$ cat config.mk
export PLATFORM = sky130hd
export DESIGN_NAME = spi_cmd_sequencer
export DESIGN_NICKNAME = d
export VERILOG_FILES = /design/src/rtl/spi_seq_pkg.sv /design/src/rtl/spi_cmd_fifo.sv /design/src/rtl/spi_cmd_sequencer.sv
export SDC_FILE = /design/constraint.sdc
export NUM_CORES = 1
export LEC_CHECK = 0
export ABC_AREA = 1
export BUFFER_PORTS_ARGS = -buffer_cell sky130_fd_sc_hd__buf_4
export CORE_ASPECT_RATIO = 0.9
export CORE_UTILIZATION = 52
export CTS_CLUSTER_SIZE = 40
export DETAILED_ROUTE_END_ITERATION = 10
export PLACE_DENSITY = 0.82
export SLEW_MARGIN = 20
export SYNTH_ARGS = -nofsm -noshare
export SYNTH_HDL_FRONTEND = slang
export SYNTH_SLANG_ARGS = --single-unit
$ cat constraint.sdc
create_clock -name sys_clk -period 2.5 [get_ports sys_clk]
set_input_delay 0.375 -clock sys_clk [delete_from_list [all_inputs] [get_ports sys_clk]]
set_output_delay 0.375 -clock sys_clk [all_outputs]
set_load 0.02 [all_outputs]
$ cat src/rtl/spi_seq_pkg.sv
// Shared types and width helpers for the SPI command sequencer.
package spi_seq_pkg;

    localparam int unsigned REG_WIDTH_DEF = 32;

    // Size field is wide enough to hold the value REG_WIDTH itself.
    function automatic int unsigned size_w(input int unsigned rw);
        return $clog2(rw) + 1;
    endfunction

    function automatic int unsigned entry_w(input int unsigned rw);
        return rw + size_w(rw);
    endfunction

    localparam int unsigned SIZE_W_DEF  = size_w(REG_WIDTH_DEF);
    localparam int unsigned ENTRY_W_DEF = entry_w(REG_WIDTH_DEF);

    typedef enum logic [2:0] {
        ST_IDLE,
        ST_LOAD,
        ST_START,
        ST_WAIT_LO,
        ST_WAIT_HI,
        ST_GAP
    } seq_state_e;

endpackage

$ cat src/rtl/spi_cmd_fifo.sv
// Circular command buffer with wrap-around pointers and a separate occupancy count.
module spi_cmd_fifo #(
    parameter int WIDTH = 38,
    parameter int DEPTH = 4
) (
    input  logic                   sys_clk,
    input  logic                   rstn,
    input  logic                   push,
    input  logic [WIDTH-1:0]       push_data,
    input  logic                   pop,
    output logic [WIDTH-1:0]       head,
    output logic                   full,
    output logic                   empty,
    output logic [$clog2(DEPTH):0] count
);

    localparam int AW = $clog2(DEPTH);

    logic [WIDTH-1:0] mem [DEPTH];
    logic [AW-1:0]    wr_ptr;
    logic [AW-1:0]    rd_ptr;
    logic             do_push;
    logic             do_pop;

    assign full    = (count == ($clog2(DEPTH)+1)'(DEPTH));
    assign empty   = (count == '0);
    assign do_push = push && !full;
    assign do_pop  = pop && !empty;
    assign head    = mem[rd_ptr];

    // DEPTH is a power of two, so pointers wrap naturally.
    always_ff @(posedge sys_clk or negedge rstn) begin
        if (!rstn) begin
            wr_ptr <= '0;
            rd_ptr <= '0;
            count  <= '0;
        end else begin
            if (do_push) wr_ptr <= wr_ptr + 1'b1;
            if (do_pop)  rd_ptr <= rd_ptr + 1'b1;
            case ({do_push, do_pop})
                2'b10:   count <= count + 1'b1;
                2'b01:   count <= count - 1'b1;
                default: count <= count;
            endcase
        end
    end

    always_ff @(posedge sys_clk) begin
        if (do_push) mem[wr_ptr] <= push_data;
    end

endmodule

$ cat src/rtl/spi_cmd_sequencer.sv
// Queues SPI transfer commands and issues them one at a time to spi_top,
// with an inter-transfer gap, a per-state watchdog and a completion counter.
module spi_cmd_sequencer
    import spi_seq_pkg::*;
#(
    parameter int REG_WIDTH      = 32,
    parameter int DEPTH          = 4,
    parameter int GAP_CYCLES     = 4,
    parameter int TIMEOUT_CYCLES = 256
) (
    input  logic                       sys_clk,
    input  logic                       rstn,
    input  logic                       s_valid,
    output logic                       s_ready,
    input  logic [REG_WIDTH-1:0]       s_data,
    input  logic [$clog2(REG_WIDTH):0] s_size,
    input  logic                       cfg_cpol,
    input  logic                       cfg_cpha,
    output logic                       m_t_start,
    output logic [REG_WIDTH-1:0]       m_data_in,
    output logic [$clog2(REG_WIDTH):0] m_t_size,
    output logic                       m_cpol,
    output logic                       m_cpha,
    input  logic                       m_cs,
    output logic                       busy,
    output logic                       done,
    output logic                       timeout_err,
    output logic [15:0]                xfer_count
);

    localparam int SW      = size_w(REG_WIDTH);
    localparam int EW      = entry_w(REG_WIDTH);
    localparam int CNT_TOP = (TIMEOUT_CYCLES > GAP_CYCLES) ? TIMEOUT_CYCLES : GAP_CYCLES;
    localparam int TW      = $clog2(CNT_TOP + 1);
    localparam logic [TW-1:0] TMO_LAST = TW'(TIMEOUT_CYCLES - 1);
    localparam logic [TW-1:0] GAP_LAST = TW'(GAP_CYCLES - 1);
    localparam logic [TW-1:0] CNT_SAT  = '1;

    seq_state_e            state;
    logic [TW-1:0]         tmo_cnt;
    logic [EW-1:0]         head;
    logic                  fifo_full;
    logic                  fifo_empty;
    logic [$clog2(DEPTH):0] fifo_count;
    logic [SW-1:0]         head_size;
    logic [SW-1:0]         size_clamped;

    assign s_ready      = !fifo_full;
    assign busy         = (state != ST_IDLE) || (fifo_count != '0);
    assign head_size    = head[EW-1 -: SW];
    assign size_clamped = (head_size > SW'(REG_WIDTH)) ? SW'(REG_WIDTH) : head_size;

    spi_cmd_fifo #(.WIDTH(EW), .DEPTH(DEPTH)) u_fifo (
        .sys_clk   (sys_clk),
        .rstn      (rstn),
        .push      (s_valid && s_ready),
        .push_data ({s_size, s_data}),
        .pop       (state == ST_LOAD),
        .head      (head),
        .full      (fifo_full),
        .empty     (fifo_empty),
        .count     (fifo_count)
    );

    always_ff @(posedge sys_clk or negedge rstn) begin
        if (!rstn) begin
            state       <= ST_IDLE;
            tmo_cnt     <= '0;
            m_t_start   <= 1'b0;
            m_data_in   <= '0;
            m_t_size    <= '0;
            m_cpol      <= 1'b0;
            m_cpha      <= 1'b0;
            done        <= 1'b0;
            timeout_err <= 1'b0;
            xfer_count  <= '0;
        end else begin
            m_t_start   <= 1'b0;
            done        <= 1'b0;
            timeout_err <= 1'b0;
            if (tmo_cnt != CNT_SAT) tmo_cnt <= tmo_cnt + 1'b1;
            case (state)
                ST_IDLE: begin
                    if (!fifo_empty && m_cs) begin
                        state   <= ST_LOAD;
                        tmo_cnt <= '0;
                    end
                end
                ST_LOAD: begin
                    tmo_cnt <= '0;
                    // Zero-length commands are dropped without touching the outputs.
                    if (head_size == '0) begin
                        state <= ST_IDLE;
                    end else begin
                        m_data_in <= head[REG_WIDTH-1:0];
                        m_t_size  <= size_clamped;
                        m_cpol    <= cfg_cpol;
                        m_cpha    <= cfg_cpha;
                        m_t_start <= 1'b1;
                        state     <= ST_START;
                    end
                end
                ST_START: begin
                    state   <= ST_WAIT_LO;
                    tmo_cnt <= '0;
                end
                ST_WAIT_LO: begin
                    if (!m_cs) begin
                        state   <= ST_WAIT_HI;
                        tmo_cnt <= '0;
                    end else if (tmo_cnt == TMO_LAST) begin
                        timeout_err <= 1'b1;
                        state       <= ST_GAP;
                        tmo_cnt     <= '0;
                    end
                end
                ST_WAIT_HI: begin
                    if (m_cs) begin
                        done       <= 1'b1;
                        xfer_count <= xfer_count + 1'b1;
                        state      <= ST_GAP;
                        tmo_cnt    <= '0;
                    end else if (tmo_cnt == TMO_LAST) begin
                        timeout_err <= 1'b1;
                        state       <= ST_GAP;
                        tmo_cnt     <= '0;
                    end
                end
                ST_GAP: begin
                    if (tmo_cnt == GAP_LAST) begin
                        state   <= ST_IDLE;
                        tmo_cnt <= '0;
                    end
                end
                default: state <= ST_IDLE;
            endcase
        end
    end

endmodule

==> impl_metrics.sql <==
INSERT INTO impl_metrics (metric_group, metric, value, unit) VALUES
('place', 'port_buffers', '104', ''),
('pwr', 'share_seq_of_total_power', '40.6', '%'),
('floorplan', 'io_pins', '105', ''),
('timing', 'timing.max_slew.rel_slack', '63.74', '%'),
('synth', 'synth_top_area_share', '49.32', '%'),
('routing', 'via_count', '6255', ''),
('grt', 'groute.usage.overall', '21.92', '%'),
('critical_path', 'critical_path.startpoint_type', 'flip-flop', ''),
('pwr', 'power.total', '13.51', 'mW'),
('timing', 'timing_worst_slew_pin_value', '0.5419', 'ns'),
('routing', 'drt_iter0_markers', '501', ''),
('critical_path', 'critical_path.startpoint', 'state[1]$_DFFE_PN0P_', ''),
('routing', 'remaining_drc_errors', '0', ''),
('clock_tree', 'worst_setup_hold_path_clk_slew', '0.06', 'ns'),
('timing', 'hold_viol', '0', ''),
('clock_tree', 'cts_buffers', '23', ''),
('grt', 'grt_overflow_total', '0', ''),
('critical_path', 'critPathMaxFanout', '4', ''),
('synth', 'synth_area', '9254', 'um^2'),
('timing', 'grt_setup_unrepaired', 'no', ''),
('synth', 'ffs_latches_synth', '230', ''),
('routing', 'ant_nets', '0', ''),
('critical_path', 'critical_path_class', 'flip-flop to flip-flop', ''),
('synth', 'synth_enable_flop_cells', '152', ''),
('timing', 'setup-violations-final', '0', ''),
('synth', 'post_syn_area_per_cell', '11.52', 'um^2'),
('layout', 'multi_input_comb_area', '2392', 'um^2'),
('pwr', 'worst_ir_drop_on_vdd', '0.6643', 'mV'),
('timing', 'slew_violations', '0', ''),
('synth', 'synth_warnings', '0', ''),
('synth', 'synthDistinctLibCells', '33', ''),
('routing', 'vias_per_cell', '5.332', ''),
('pwr', 'switching_portion_of_total_power', '36.40', '%'),
('clock_tree', 'clock_latency', '0.52', 'ns'),
('critical_path', 'critPathCaptureType', 'flip-flop', ''),
('critical_path', 'required_time_worst_endpoint', '2.88', 'ns'),
('clock_tree', 'htreeDepth', '1', ''),
('pwr', 'p_comb_share', '34.6', '%'),
('floorplan', 'placement_rows', '45', ''),
('hold_path', 'hold_start', 's_data[5]', ''),
('hold_path', 'worst_min_path_class', 'input pin to flip-flop', ''),
('timing', 'holdWs', '0.05587', 'ns'),
('synth', 'post_synth_arst_share', '33.91', '%'),
('layout', 'synthToLayoutAreaGrowth', '20.28', '%'),
('floorplan', 'dieHeight', '128.6', 'um'),
('grt', 'via_count_of_the_first_global_routing_pass', '6203', ''),
('timing', 'max_clock_freq', '474.0', 'MHz'),
('critical_path', 'arrival_time_reported_for_the_critical_path_endpoint', '2.48', 'ns'),
('clock_tree', 'cts_tree', 'yes', ''),
('pwr', 'leakage', '4.680', 'nW'),
('clock_tree', 'clock_sink_count', '230', ''),
('grt', 'global_route_wire_length_before_repair', '30.93', 'mm'),
('layout', 'fillerInstances', '1302', ''),
('job', 'timing.max_cap.violations', '0', ''),
('run_status', 'run_status', 'complete, no violations', ''),
('floorplan', 'die_w', '142.6', 'um'),
('clock_tree', 'cts_root_buf', 'clkbuf_16', ''),
('routing', 'wl_cell', '16.40', 'um'),
('floorplan', 'design.core.area', '17120', 'um^2'),
('synth', 'synthFlopType', 'edfxtp_1', ''),
('floorplan', 'die-area', '18330', 'um^2'),
('synth', 'synthTopCellsByCount', 'nand2_1, edfxtp_1, nor2_1', ''),
('routing', 'routed_wl', '19.24', 'mm'),
('synth', 'cell_type_with_the_largest_total_area_after_synthesis', 'edfxtp_1', ''),
('synth', 'synth_nets', '855', ''),
('layout', 'antenna_cells', '0', ''),
('synth', 'dominant_cells_by_area_after_synthesis', 'edfxtp_1, dfrtp_1, nand2_1', ''),
('routing', 'detailedRoute.firstPassIterationCount', '4', ''),
('timing', 'layout_worst_path_cycle_share', '84.39', '%'),
('place', 'post-dp-hpwl', '11.84', 'mm'),
('layout', 'fin_nets', '973', '');
-- repair_timing --
action / in CTS / in global routing
hold endpoints to repair: 24 / 0
buffers inserted: 0 / 0
hold buffers: 1 / 0
resized for setup: 0 / 0
-- final timing paths --
check,end,cells past startpoint
max in group asynchronous,m_data_in[27]$_DFFE_PN0P_,3
max reg2reg,u_fifo.count[2]$_DFFE_PN0P_,11
min,u_fifo.mem[2][5]$_DFFE_PP_,1
min in group asynchronous,xfer_count[7]$_DFFE_PN0P_,2
max,u_fifo.count[2]$_DFFE_PN0P_,11
min reg2reg,m_data_in[8]$_DFFE_PN0P_,2
-- through the flow --
stage / utilization [%] / cells / area (um^2) / setup WS (ns)
2_1_floorplan: - / 803 / 9254 / -0.4171
3_3_place_gp: 60.69 / 1130 / 10390 / 0.5280
3_5_place_dp: 60.69 / 1130 / 10390 / 0.4311
4_1_cts: 65.03 / 1173 / 11130 / 0.3887
5_1_grt: 65.03 / 1173 / 11130 / 0.2077
6_report: 65.03 / 1173 / 11130 / 0.3901
-- routing by layer --
metal	global-route usage (%)	wire length, um	vias up	share of wire [%]
met4	9.614	653	0	3.4
met1	28.96	8196	2992	43
met3	3.238	1208	52	6.3
met5	0	0	-	0
met2	36.45	9179	237	48
li1	-	-	2974	-
-- flip-flops by register name (all words and copies together) (netlist names) --
register and flops:
m_t_size 6, u_fifo.rd_ptr 2, m_cpol 1, state 3
u_fifo.count 3, xfer_count 16, m_t_start 1, u_fifo.wr_ptr 2
m_cpha 1, u_fifo.mem 152, done 1, timeout_err 1
m_data_in 32, tmo_cnt 9
-- final cells by class --
class	count	area share, %
Inverter	51	1.720
Clock inverter	13	1.113
Tap cell	235	2.642
Clock buffer	29	5.463
Sequential cell	230	58.55
Timing Repair Buffer	125	9.015
Multi-Input combinational cell	490	21.49
-- critical path, cell delays in order (launching register included) --
cell and delay, ns:
dfrtp_1 0.40, inv_2 0.09, nand2_1 0.06, nor2_1 0.14
inv_2 0.08, nor2_1 0.16, ha_1 0.17, inv_1 0.07
fa_1 0.39, a21oi_1 0.15, o21ai_0 0.11, xor2_1 0.16
-- power groups by stage --
stage          combinational, mW  sequential [mW]  clock [mW]
2_1_floorplan               2.68             5.90           0
6_report                    4.68             5.48        3.35
3_3_place_gp                4.53             5.51           0
5_1_grt                     5.20             5.57        3.54
3_5_place_dp                4.65             5.54           0
4_1_cts                     4.70             5.48        3.39
-- kinds of logic after synthesis --
group / after synthesis / synth area share, %
AND/OR/NAND/NOR: 338 / 15.05
XOR/XNOR: 20 / 1.893
flip-flops: 230 / 70.42
adder cells (fa/ha/maj): 8 / 1.163
AO/OA/AOI/OAI: 124 / 7.423
buffers and inverters: 83 / 4.056
-- layout by cell type (no fill, tap or decap), drive strengths merged, types with 2 or more instances in the layout --
cell type    n
a21oi        9
a22oi        3
buf        124
bufinv       2
clkbuf      29
clkinv      10
dfrtp       78
edfxtp     152
ha           7
inv         52
nand2      192
nand3       34
nand4        5
nor2       101
nor3         5
o21a         2
o21ai       77
o22ai       32
xnor2        6
xor2        14
No activity file was read; power rests on OpenSTA's default activity.
